===== config.mk =====
export PLATFORM = sky130hd
export DESIGN_NAME = branch_resolve_queue_flat
export DESIGN_NICKNAME = d
export VERILOG_FILES = /design/src/rtl/brq_pkg.sv /design/src/rtl/branch_resolve_queue_if.sv /design/src/rtl/brq_update_buf.sv /design/src/rtl/branch_resolve_queue.sv /design/src/flat_wrapper.sv
export SDC_FILE = /design/constraint.sdc
export NUM_CORES = 1
export LEC_CHECK = 0
export ABC_AREA = 1
export CORE_UTILIZATION = 50
export CTS_CLUSTER_DIAMETER = 200
export DETAILED_ROUTE_END_ITERATION = 10
export PLACE_DENSITY = 0.82
export SETUP_SLACK_MARGIN = 0.02
export SLEW_MARGIN = 40
export SYNTH_ARGS = -nofsm -noshare
export SYNTH_HDL_FRONTEND = slang
export SYNTH_SLANG_ARGS = --single-unit

===== constraint.sdc =====
create_clock -name clk -period 4.4 [get_ports clk]
set_clock_uncertainty 0.1 [all_clocks]
set_input_delay 0.88 -clock clk [delete_from_list [all_inputs] [get_ports clk]]
set_output_delay 0.88 -clock clk [all_outputs]
set_load 0.01 [all_outputs]

===== src/rtl/brq_pkg.sv =====
// Shared types and sizing helpers for the branch resolve queue.
// Stats counters are built only when BRQ_STATS_EN is defined.
package brq_pkg;

  localparam int unsigned CNT_W_DEFAULT = 16;
  localparam int unsigned DEPTH_DEFAULT = 4;

  typedef struct packed {
    logic valid;
    logic pred;
  } entry_t;

  function automatic int unsigned ptr_w(input int unsigned depth);
    return (depth > 1) ? $clog2(depth) : 1;
  endfunction

endpackage


===== src/rtl/branch_resolve_queue_if.sv =====
// Fetch/execute/predictor-facing signal bundle of the branch resolve queue.
// The queue uses the slave modport; the surrounding pipeline uses master.
interface branch_resolve_queue_if
  import brq_pkg::*;
#(
  parameter int unsigned CNT_W = CNT_W_DEFAULT
);

  logic             issue_valid;
  logic             issue_ready;
  logic             resolve_valid;
  logic             resolve_taken;
  logic             resolve_ready;
  logic             mispredict;
  logic             pred_request;
  logic             pred_result;
  logic             pred_taken;
  logic             pred_in;
  logic [CNT_W-1:0] resolved_cnt;
  logic [CNT_W-1:0] mispredict_cnt;

  modport master (
    output issue_valid, resolve_valid, resolve_taken, pred_in,
    input  issue_ready, resolve_ready, mispredict, pred_request,
           pred_result, pred_taken, resolved_cnt, mispredict_cnt
  );

  modport slave (
    input  issue_valid, resolve_valid, resolve_taken, pred_in,
    output issue_ready, resolve_ready, mispredict, pred_request,
           pred_result, pred_taken, resolved_cnt, mispredict_cnt
  );

endinterface


===== src/rtl/brq_update_buf.sv =====
// One-entry predictor training buffer; a pending update is only sent in
// cycles where the predictor is not being asked for a new prediction.
module brq_update_buf (
  input  logic clk,
  input  logic rst_n,
  input  logic load,
  input  logic load_taken,
  input  logic pred_request,
  output logic pending,
  output logic pred_result,
  output logic pred_taken
);

  logic taken_q;

  assign pred_result = pending & ~pred_request;
  assign pred_taken  = taken_q;

  // A reload on the send edge keeps the buffer occupied with the new outcome.
  always_ff @(posedge clk) begin
    if (!rst_n) begin
      pending <= 1'b0;
      taken_q <= 1'b0;
    end else if (load) begin
      pending <= 1'b1;
      taken_q <= load_taken;
    end else if (pred_result) begin
      pending <= 1'b0;
    end
  end

endmodule


===== src/rtl/branch_resolve_queue.sv =====
// In-order tracker of in-flight conditional branches: captures predictions,
// flags mispredicts at resolve, and trains the predictor. Option: BRQ_STATS_EN.
module branch_resolve_queue
  import brq_pkg::*;
#(
  parameter int unsigned DEPTH = DEPTH_DEFAULT,
  parameter int unsigned CNT_W = CNT_W_DEFAULT
) (
  input logic                   clk,
  input logic                   rst_n,
  branch_resolve_queue_if.slave bus
);

  localparam int unsigned      PTR_W    = ptr_w(DEPTH);
  localparam int unsigned      OCC_W    = PTR_W + 1;
  localparam logic [OCC_W-1:0] OCC_FULL = OCC_W'(DEPTH);

  entry_t           mem [DEPTH];
  logic [PTR_W-1:0] head;
  logic [PTR_W-1:0] tail;
  logic [PTR_W-1:0] cap_idx;
  logic [OCC_W-1:0] count;
  logic             cap_pending;
  logic             mispredict_q;

  entry_t head_entry;
  logic   has_room;
  logic   issue_want;
  logic   issue_fire;
  logic   resolve_fire;
  logic   mismatch;
  logic   flush;
  logic   upd_pending;

  assign head_entry = mem[head];
  assign has_room   = count < OCC_FULL;
  assign issue_want = bus.issue_valid & has_room;

  // Gating resolve on the flush-free issue intent breaks the issue/flush loop;
  // whenever it blocks a resolve, pred_request is high anyway.
  assign bus.resolve_ready = head_entry.valid & (~upd_pending | ~issue_want);
  assign resolve_fire      = bus.resolve_valid & bus.resolve_ready;
  assign mismatch          = head_entry.pred ^ bus.resolve_taken;
  assign flush             = resolve_fire & mismatch;

  assign bus.issue_ready  = has_room & ~flush;
  assign issue_fire       = bus.issue_valid & bus.issue_ready;
  assign bus.pred_request = issue_fire;
  assign bus.mispredict   = mispredict_q;

  // Ring buffer, pointers, occupancy and the prediction capture slot.
  always_ff @(posedge clk) begin
    if (!rst_n) begin
      for (int unsigned i = 0; i < DEPTH; i++) begin
        mem[i] <= '0;
      end
      head         <= '0;
      tail         <= '0;
      cap_idx      <= '0;
      count        <= '0;
      cap_pending  <= 1'b0;
      mispredict_q <= 1'b0;
    end else begin
      mispredict_q <= flush;
      if (flush) begin
        for (int unsigned i = 0; i < DEPTH; i++) begin
          mem[i] <= '0;
        end
        head        <= tail;
        count       <= '0;
        cap_pending <= 1'b0;
      end else begin
        if (cap_pending) begin
          mem[cap_idx] <= '{valid: 1'b1, pred: bus.pred_in};
        end
        if (issue_fire) begin
          mem[tail] <= '0;
          tail      <= tail + PTR_W'(1);
          cap_idx   <= tail;
        end
        cap_pending <= issue_fire;
        if (resolve_fire) begin
          mem[head].valid <= 1'b0;
          head            <= head + PTR_W'(1);
        end
        count <= count + OCC_W'(issue_fire) - OCC_W'(resolve_fire);
      end
    end
  end

  brq_update_buf u_update_buf (
    .clk          (clk),
    .rst_n        (rst_n),
    .load         (resolve_fire),
    .load_taken   (bus.resolve_taken),
    .pred_request (issue_fire),
    .pending      (upd_pending),
    .pred_result  (bus.pred_result),
    .pred_taken   (bus.pred_taken)
  );

`ifdef BRQ_STATS_EN
  logic [CNT_W-1:0] resolved_q;
  logic [CNT_W-1:0] mispred_q;

  // Saturating resolve and mispredict counters.
  always_ff @(posedge clk) begin
    if (!rst_n) begin
      resolved_q <= '0;
      mispred_q  <= '0;
    end else begin
      if (resolve_fire && (resolved_q != '1)) begin
        resolved_q <= resolved_q + CNT_W'(1);
      end
      if (flush && (mispred_q != '1)) begin
        mispred_q <= mispred_q + CNT_W'(1);
      end
    end
  end

  assign bus.resolved_cnt   = resolved_q;
  assign bus.mispredict_cnt = mispred_q;
`else
  assign bus.resolved_cnt   = '0;
  assign bus.mispredict_cnt = '0;
`endif

endmodule


===== src/flat_wrapper.sv =====
// flat-port wrapper written by rule: the top's interface ports become plain ports
module branch_resolve_queue_flat import brq_pkg::*;
#(
  parameter int unsigned DEPTH = DEPTH_DEFAULT,
  parameter int unsigned CNT_W = CNT_W_DEFAULT
)
  (clk, rst_n, bus_issue_valid, bus_resolve_valid, bus_resolve_taken, bus_pred_in, bus_issue_ready, bus_resolve_ready, bus_mispredict, bus_pred_request, bus_pred_result, bus_pred_taken, bus_resolved_cnt, bus_mispredict_cnt);
  branch_resolve_queue_if #(.CNT_W(CNT_W)) bus_i ();
  input logic clk;
  input logic rst_n;
  input wire logic [$bits(bus_i.issue_valid)-1:0] bus_issue_valid;
  input wire logic [$bits(bus_i.resolve_valid)-1:0] bus_resolve_valid;
  input wire logic [$bits(bus_i.resolve_taken)-1:0] bus_resolve_taken;
  input wire logic [$bits(bus_i.pred_in)-1:0] bus_pred_in;
  output wire logic [$bits(bus_i.issue_ready)-1:0] bus_issue_ready;
  output wire logic [$bits(bus_i.resolve_ready)-1:0] bus_resolve_ready;
  output wire logic [$bits(bus_i.mispredict)-1:0] bus_mispredict;
  output wire logic [$bits(bus_i.pred_request)-1:0] bus_pred_request;
  output wire logic [$bits(bus_i.pred_result)-1:0] bus_pred_result;
  output wire logic [$bits(bus_i.pred_taken)-1:0] bus_pred_taken;
  output wire logic [$bits(bus_i.resolved_cnt)-1:0] bus_resolved_cnt;
  output wire logic [$bits(bus_i.mispredict_cnt)-1:0] bus_mispredict_cnt;
  assign bus_i.issue_valid = bus_issue_valid;
  assign bus_i.resolve_valid = bus_resolve_valid;
  assign bus_i.resolve_taken = bus_resolve_taken;
  assign bus_i.pred_in = bus_pred_in;
  assign bus_issue_ready = bus_i.issue_ready;
  assign bus_resolve_ready = bus_i.resolve_ready;
  assign bus_mispredict = bus_i.mispredict;
  assign bus_pred_request = bus_i.pred_request;
  assign bus_pred_result = bus_i.pred_result;
  assign bus_pred_taken = bus_i.pred_taken;
  assign bus_resolved_cnt = bus_i.resolved_cnt;
  assign bus_mispredict_cnt = bus_i.mispredict_cnt;
  branch_resolve_queue #(.DEPTH(DEPTH), .CNT_W(CNT_W)) u_core (.clk(clk), .rst_n(rst_n), .bus(bus_i));
endmodule

# Yosys cells after proc, flatten, opt, wreduce, memory -nomap -nowiden
# Memory sizes are Yosys's and may differ from the RTL's. A register that Yosys moved wholly into a read port is not among the register bits.
# Index checks and enable logic that the tools add are counted.
[totals]
regBits = 13
ram_bits = 8
inputBits = 6
output_inout_bits = 38
wordCells = 74
mem_count = 1
[classes]
n_addsub = 4
n_lt_le_gt_ge = 1
n_mux = 35
bitwise_logic = 18
reduce_logical = 7
[mem_list]
columns = ["name", "words", "width", "read_ports", "rd_clocked_by_memory_dff", "write_ports", "line", "source"]
rows = [
  ["u_core.mem", 4, 2, 1, 1, 4, "branch_resolve_queue.sv:18", "entry_t mem [DEPTH];"],
]
[op_table]
columns = ["operator", "n"]
rows = [
  ["2-to-1 mux 2 bit", 15],
  ["2-to-1 mux 1 bit", 20],
  ["OR reduction 2 bit", 4],
  ["AND 1 bit", 7],
  ["inverter 1 bit", 5],
  ["bitwise OR 1 bit", 5],
  ["adder 2 x 1 -> 2 bit (second input constant)", 2],
  ["nonzero test 2 bit", 2],
  ["adder 3 x 1 -> 3 bit", 1],
  ["less-than comparator 3 bit (second input constant)", 1],
  ["subtractor 3 x 1 -> 3 bit", 1],
  ["AND reduction 2 bit", 1],
  ["bitwise XOR 1 bit", 1],
]

# Logic depth before layout (Yosys ltp)
[depth]
ltp_word = 16
depth_mapped = 15
depth_no_buf = 15

# Modules after synthesis
# From an unflattened synthesis, not the netlist that was laid out.
[hier_totals]
cells_unflattened = 221
area_unflattened_um2 = 1592.8
[modules_own_cells]
columns = ["module", "instances", "cells_per_inst", "area_per_inst_um2", "seq_area_each_um2"]
rows = [
  ["branch_resolve_queue", 1, 209, 1511.4, 420.4],
  ["brq_update_buf", 1, 12, 81.3, 40.0],
]

# Worst setup path before layout
# OpenSTA, ideal clock, no wires.
[synth_timing]
path_kind = "input-to-reg"
startpoint = "input port bus_issue_valid"
endpoint = "register u_core.count[2]"
setup_time_ns = 0.116
t_arrival_ns = 2.784
t_required_ns = 4.184
slack_ns = 1.400
stages = 14
n_path_buf = 0
path_cell_list = "inv_1 nor2_4 nand2_2 nand3_4 inv_6 nand2_8 nand2_8 ha_1 inv_1 ha_1 fa_1 xnor2_1 xnor2_1 nor2_1"
[synth_via]
elab_chain_cells = 11
elab_cells_between_ends = 12
cone_classes = "add/sub: 2; bitwise: 9; reduce/logical: 1"
[synth_lines]
columns = ["element", "line", "source"]
rows = [
  ["from (decl)", "flat_wrapper.sv:11", "input wire logic [$bits(bus_i.issue_valid)-1:0] bus_issue_valid;"],
  ["AND 1 bit *", "branch_resolve_queue.sv:37", "assign issue_want = bus.issue_valid & has_room;"],
  ["inverter 1 bit *", "branch_resolve_queue.sv:41", "assign bus.resolve_ready = head_entry.valid & (~upd_pending | ~issue_want);"],
  ["bitwise OR 1 bit *", "branch_resolve_queue.sv:41", ""],
  ["AND 1 bit *", "branch_resolve_queue.sv:41", ""],
  ["AND 1 bit *", "branch_resolve_queue.sv:42", "assign resolve_fire = bus.resolve_valid & bus.resolve_ready;"],
  ["named net u_core.resolve_fire", "branch_resolve_queue.sv:30", "logic resolve_fire;"],
  ["AND 1 bit", "branch_resolve_queue.sv:44", "assign flush = resolve_fire & mismatch;"],
  ["inverter 1 bit", "branch_resolve_queue.sv:46", "assign bus.issue_ready = has_room & ~flush;"],
  ["AND 1 bit", "branch_resolve_queue.sv:46", ""],
  ["AND 1 bit", "branch_resolve_queue.sv:47", "assign issue_fire = bus.issue_valid & bus.issue_ready;"],
  ["adder 3 x 1 -> 3 bit", "branch_resolve_queue.sv:86", "count <= count + OCC_W'(issue_fire) - OCC_W'(resolve_fire);"],
  ["subtractor 3 x 1 -> 3 bit", "branch_resolve_queue.sv:86", ""],
  ["to (signal assigned)", "branch_resolve_queue.sv:86", ""],
  ["to (decl)", "branch_resolve_queue.sv:22", "logic [OCC_W-1:0] count;"],
]
# The timed path passes the listed nets; every way through them passes the cells marked *.
# A chain may end at the register's enable or synchronous reset.

# Worst setup path after layout
[layout_timing]
startpoint = "input port bus_issue_valid"
endpoint = "output port bus_pred_result"
[layout_via]
elab_chain_cells = 11
[layout_lines]
columns = ["element", "line", "source"]
rows = [
  ["AND 1 bit", "branch_resolve_queue.sv:37", ""],
  ["inverter 1 bit", "branch_resolve_queue.sv:41", ""],
  ["bitwise OR 1 bit", "branch_resolve_queue.sv:41", ""],
  ["AND 1 bit", "branch_resolve_queue.sv:41", ""],
  ["AND 1 bit", "branch_resolve_queue.sv:42", ""],
  ["named net u_core.resolve_fire", "branch_resolve_queue.sv:30", ""],
  ["AND 1 bit", "branch_resolve_queue.sv:44", ""],
  ["inverter 1 bit", "branch_resolve_queue.sv:46", ""],
  ["AND 1 bit", "branch_resolve_queue.sv:46", ""],
  ["AND 1 bit", "branch_resolve_queue.sv:47", ""],
  ["inverter 1 bit", "brq_update_buf.sv:16", "assign pred_result = pending & ~pred_request;"],
  ["AND 1 bit", "brq_update_buf.sv:16", ""],
  ["to (decl)", "flat_wrapper.sv:19", "output wire logic [$bits(bus_i.pred_result)-1:0] bus_pred_result;"],
]
# The timed path passes the listed nets, and every way through them passes these cells.

==> results.py <==
metrics = {
    "global_routing": {
        "grt_max_degree": 13,
        "grt_first_pass_wirelength_mm": 4.22,
        "antenna_found_initial": 0,
        "grt_overflow": 0,
        "grt_pass1_vias": 997,
        "track_usage": 0.162,
    },
    "run": {
        "cap_violations": 0,
    },
    "clock_network": {
        "cts_root_buf": "clkbuf_4",
        "cts_buffers": 3,
        "postCtsSetupBuffers": 0,
        "cts.htree.levels": 1,
        "hold_buffers": 0,
        "cts_resized": 0,
        "cts_tree": "done",
        "clockBufferDepth": 2,
        "path_clk_slew_ps": 120,
        "cts.sinks": 23,
        "insertion_delay_ps": 310,
    },
    "floorplan": {
        "placementRows": 20,
        "pin_count": 44,
        "dieWidth_um": 58.9,
        "start_util": 0.530,
        "core-area_um2": 3050,
        "die_y_um": 58.9,
        "die-area_um2": 3460,
    },
    "sta": {
        "maxSlewViolCount": 0,
        "tns_ps": 0,
        "fin_crit_ps": 3630,
        "max_freq_mhz": 276,
        "hold_ws_ps": 417,
        "min_period_over_period": 0.825,
        "setup_viol": 0,
        "rsz0062_at_grt": "no",
        "finalHoldViolations": 0,
    },
    "setup_path": {
        "slowest_stage": "clkdlybuf4s50_1",
        "crit_type": "in -> out",
        "crit_fanout": 9,
        "crit_family": "buffers and inverters",
        "crit_buf_inv": 5,
        "critPathLaunchType": "primary input",
        "r2r_end": "u_core.count[2]$_SDFF_PP0_",
        "worstPathArrival_ps": 2650,
        "reg2reg_depth": 14,
        "crit_chain": "clkdlybuf4s50_1 -> inv_1 -> nor2_4 -> nand2_2 -> nand3_4 -> inv_6 -> nand2_8 -> nand2_8 -> inv_4 -> nor2_1 -> clkdlybuf4s50_1",
        "r2r_setup_slack_ps": 1750,
        "endpoint_kind": "output port",
        "crit_required_ps": 3420,
        "worst_path_largest_cell_delay_ps": 540,
    },
    "yosys": {
        "yosys_warnings": 0,
        "async_flop_share": 0,
        "yosys.area.top_type_share": 0.285,
        "synthTopCellsByCount": "nand2_1, buf_4, inv_1",
        "netlist_area_um2": 1620,
        "ys_seq_area_frac": 0.285,
        "synthTopCellsByArea": "dfxtp_1, buf_4, nand2_1",
        "synth-edff-count": 0,
        "yosys.area.top_type": "dfxtp_1",
        "ys_types": 27,
        "synth.avg_cell_area_um2": 7.52,
        "synth-seq-cells": 23,
        "netlist_instances": 215,
        "ys.flop_type": "dfxtp_1",
        "synth.most_common_cell": "nand2_1",
    },
    "min_path": {
        "whs_path_depth": 2,
        "min_path_type": "reg -> reg",
        "hold_end": "u_core.cap_idx[0]$_SDFFE_PN0P_",
        "min_from": "u_core.cap_idx[0]$_SDFFE_PN0P_",
    },
    "cells_and_area": {
        "multiInputGateArea_um2": 877,
        "fin_util": 0.546,
        "area_growth_pct": 3.17,
        "diodes": 0,
        "fin_nets": 245,
        "drive_gt1_frac": 0.167,
        "ff_latch_area_um2": 460,
        "nFillCells": 301,
    },
    "route": {
        "dr.pass1.iters": 4,
        "post_drt_wl_per_cell_um": 9.39,
        "vias_per_cell": 4.20,
        "drc": 0,
        "vias": 1138,
        "routed_wl_mm": 2.55,
        "ant_nets": 0,
        "drt_iter0_drc": 17,
    },
    "power": {
        "leakage_nw": 0.829,
        "power_density_nw_per_um2": 367,
        "ir_drop_uv": 248,
    },
    "placed_design": {
        "dpl.hpwl_mm": 2.09,
        "routabilityCongestion": 0.849,
        "io_buffers": 11,
    },
    "status": {
        "status": "finished clean",
    },
}
==> cell type report <==
type / instances / area share
multi-input combinational: 154 / 0.526
sequential: 23 / 0.276
inverter: 35 / 0.0833
timing repair buffer: 11 / 0.0660
tap: 44 / 0.0330
clock buffer: 4 / 0.0158
==> routing by layer <==
layer / part of all wire / wire [um] / GRT usage / vias up
met5: 0 / 0 / 0 / -
met4: 0.0059 / 15 / 0.0510 / 0
met3: 0.046 / 117 / 0.0220 / 2
met2: 0.48 / 1220 / 0.286 / 35
met1: 0.47 / 1200 / 0.204 / 490
li1: - / - / - / 611
==> cells in the final DEF (no fill, tap or decap), drive strengths merged <==
master,n
nand2,58
inv,35
conb,32
nor2,25
dfxtp,23
clkdlybuf4s50,11
ha,10
nand3,8
nand4,6
a21oi,6
o21ai,5
clkbuf,4
xnor2,2
o211ai,1
fa,1
==> state kept, by name, indices dropped and copies added (netlist names), named ones only <==
register / flops
u_core.head: 2
u_core.u_update_buf.pred_taken: 1
u_core.u_update_buf.pending: 1
u_core.bus.mispredict: 1
u_core.mem: 8
u_core.count: 3
u_core.tail: 2
u_core.cap_pending: 1
u_core.cap_idx: 2
==> worst max path at each step <==
| stage | startpoint | endpoint | cells past startpoint |
|---|---|---|---|
| finish | bus_issue_valid | bus_pred_result | 11 |
| global route | bus_issue_valid | bus_pred_result | 11 |
| CTS | bus_issue_valid | bus_pred_result | 11 |
| detailed placement | bus_issue_valid | bus_pred_result | 11 |
| global placement | bus_issue_valid | bus_pred_request | 10 |
| floorplan | bus_issue_valid | u_core.count[2]$_SDFF_PP0_ | 14 |
==> report_power, final <==
| part | switching, mW | total (mW) | leakage [nW] | internal, mW |
|---|---|---|---|---|
| Sequential | 0.0273 | 0.268 | 0.188 | 0.240 |
| Clock | 0.0615 | 0.0969 | 0.0150 | 0.0353 |
| Combinational | 0.146 | 0.247 | 0.626 | 0.101 |
==> through the flow <==
step	power (mW)	area, um^2	instances	setup slack [ps]
2_1_floorplan	0.479	1730	246	1400
3_3_place_gp	0.515	1640	267	803
3_5_place_dp	0.519	1640	267	780
4_1_cts	0.619	1670	271	759
5_1_grt	0.657	1670	271	626
6_report	0.611	1670	271	771
==> worst register-to-register path, stage by stage (launching register included) <==
cell and delay [ps]:
dfxtp_1 430, inv_2 70, nand2_1 80, nand3_2 90, nand3_1 90, nand2_1 140
nand2_8 140, nand2_8 90, ha_1 300, inv_1 40, ha_1 200, fa_1 400
xnor2_1 180, xnor2_1 140, nor2_1 60
==> kinds of logic after synthesis <==
group,Yosys count,synth area share
other,1,0.00232
AOI/OAI and AO/OA,12,0.0410
and+or+nand+nor,97,0.327
xor gates and xnor gates,2,0.0108
buffers and inverters,69,0.245
adders and majority gates,11,0.0898
DFF,23,0.285
Note: power is estimated with default switching activity, not from simulation.
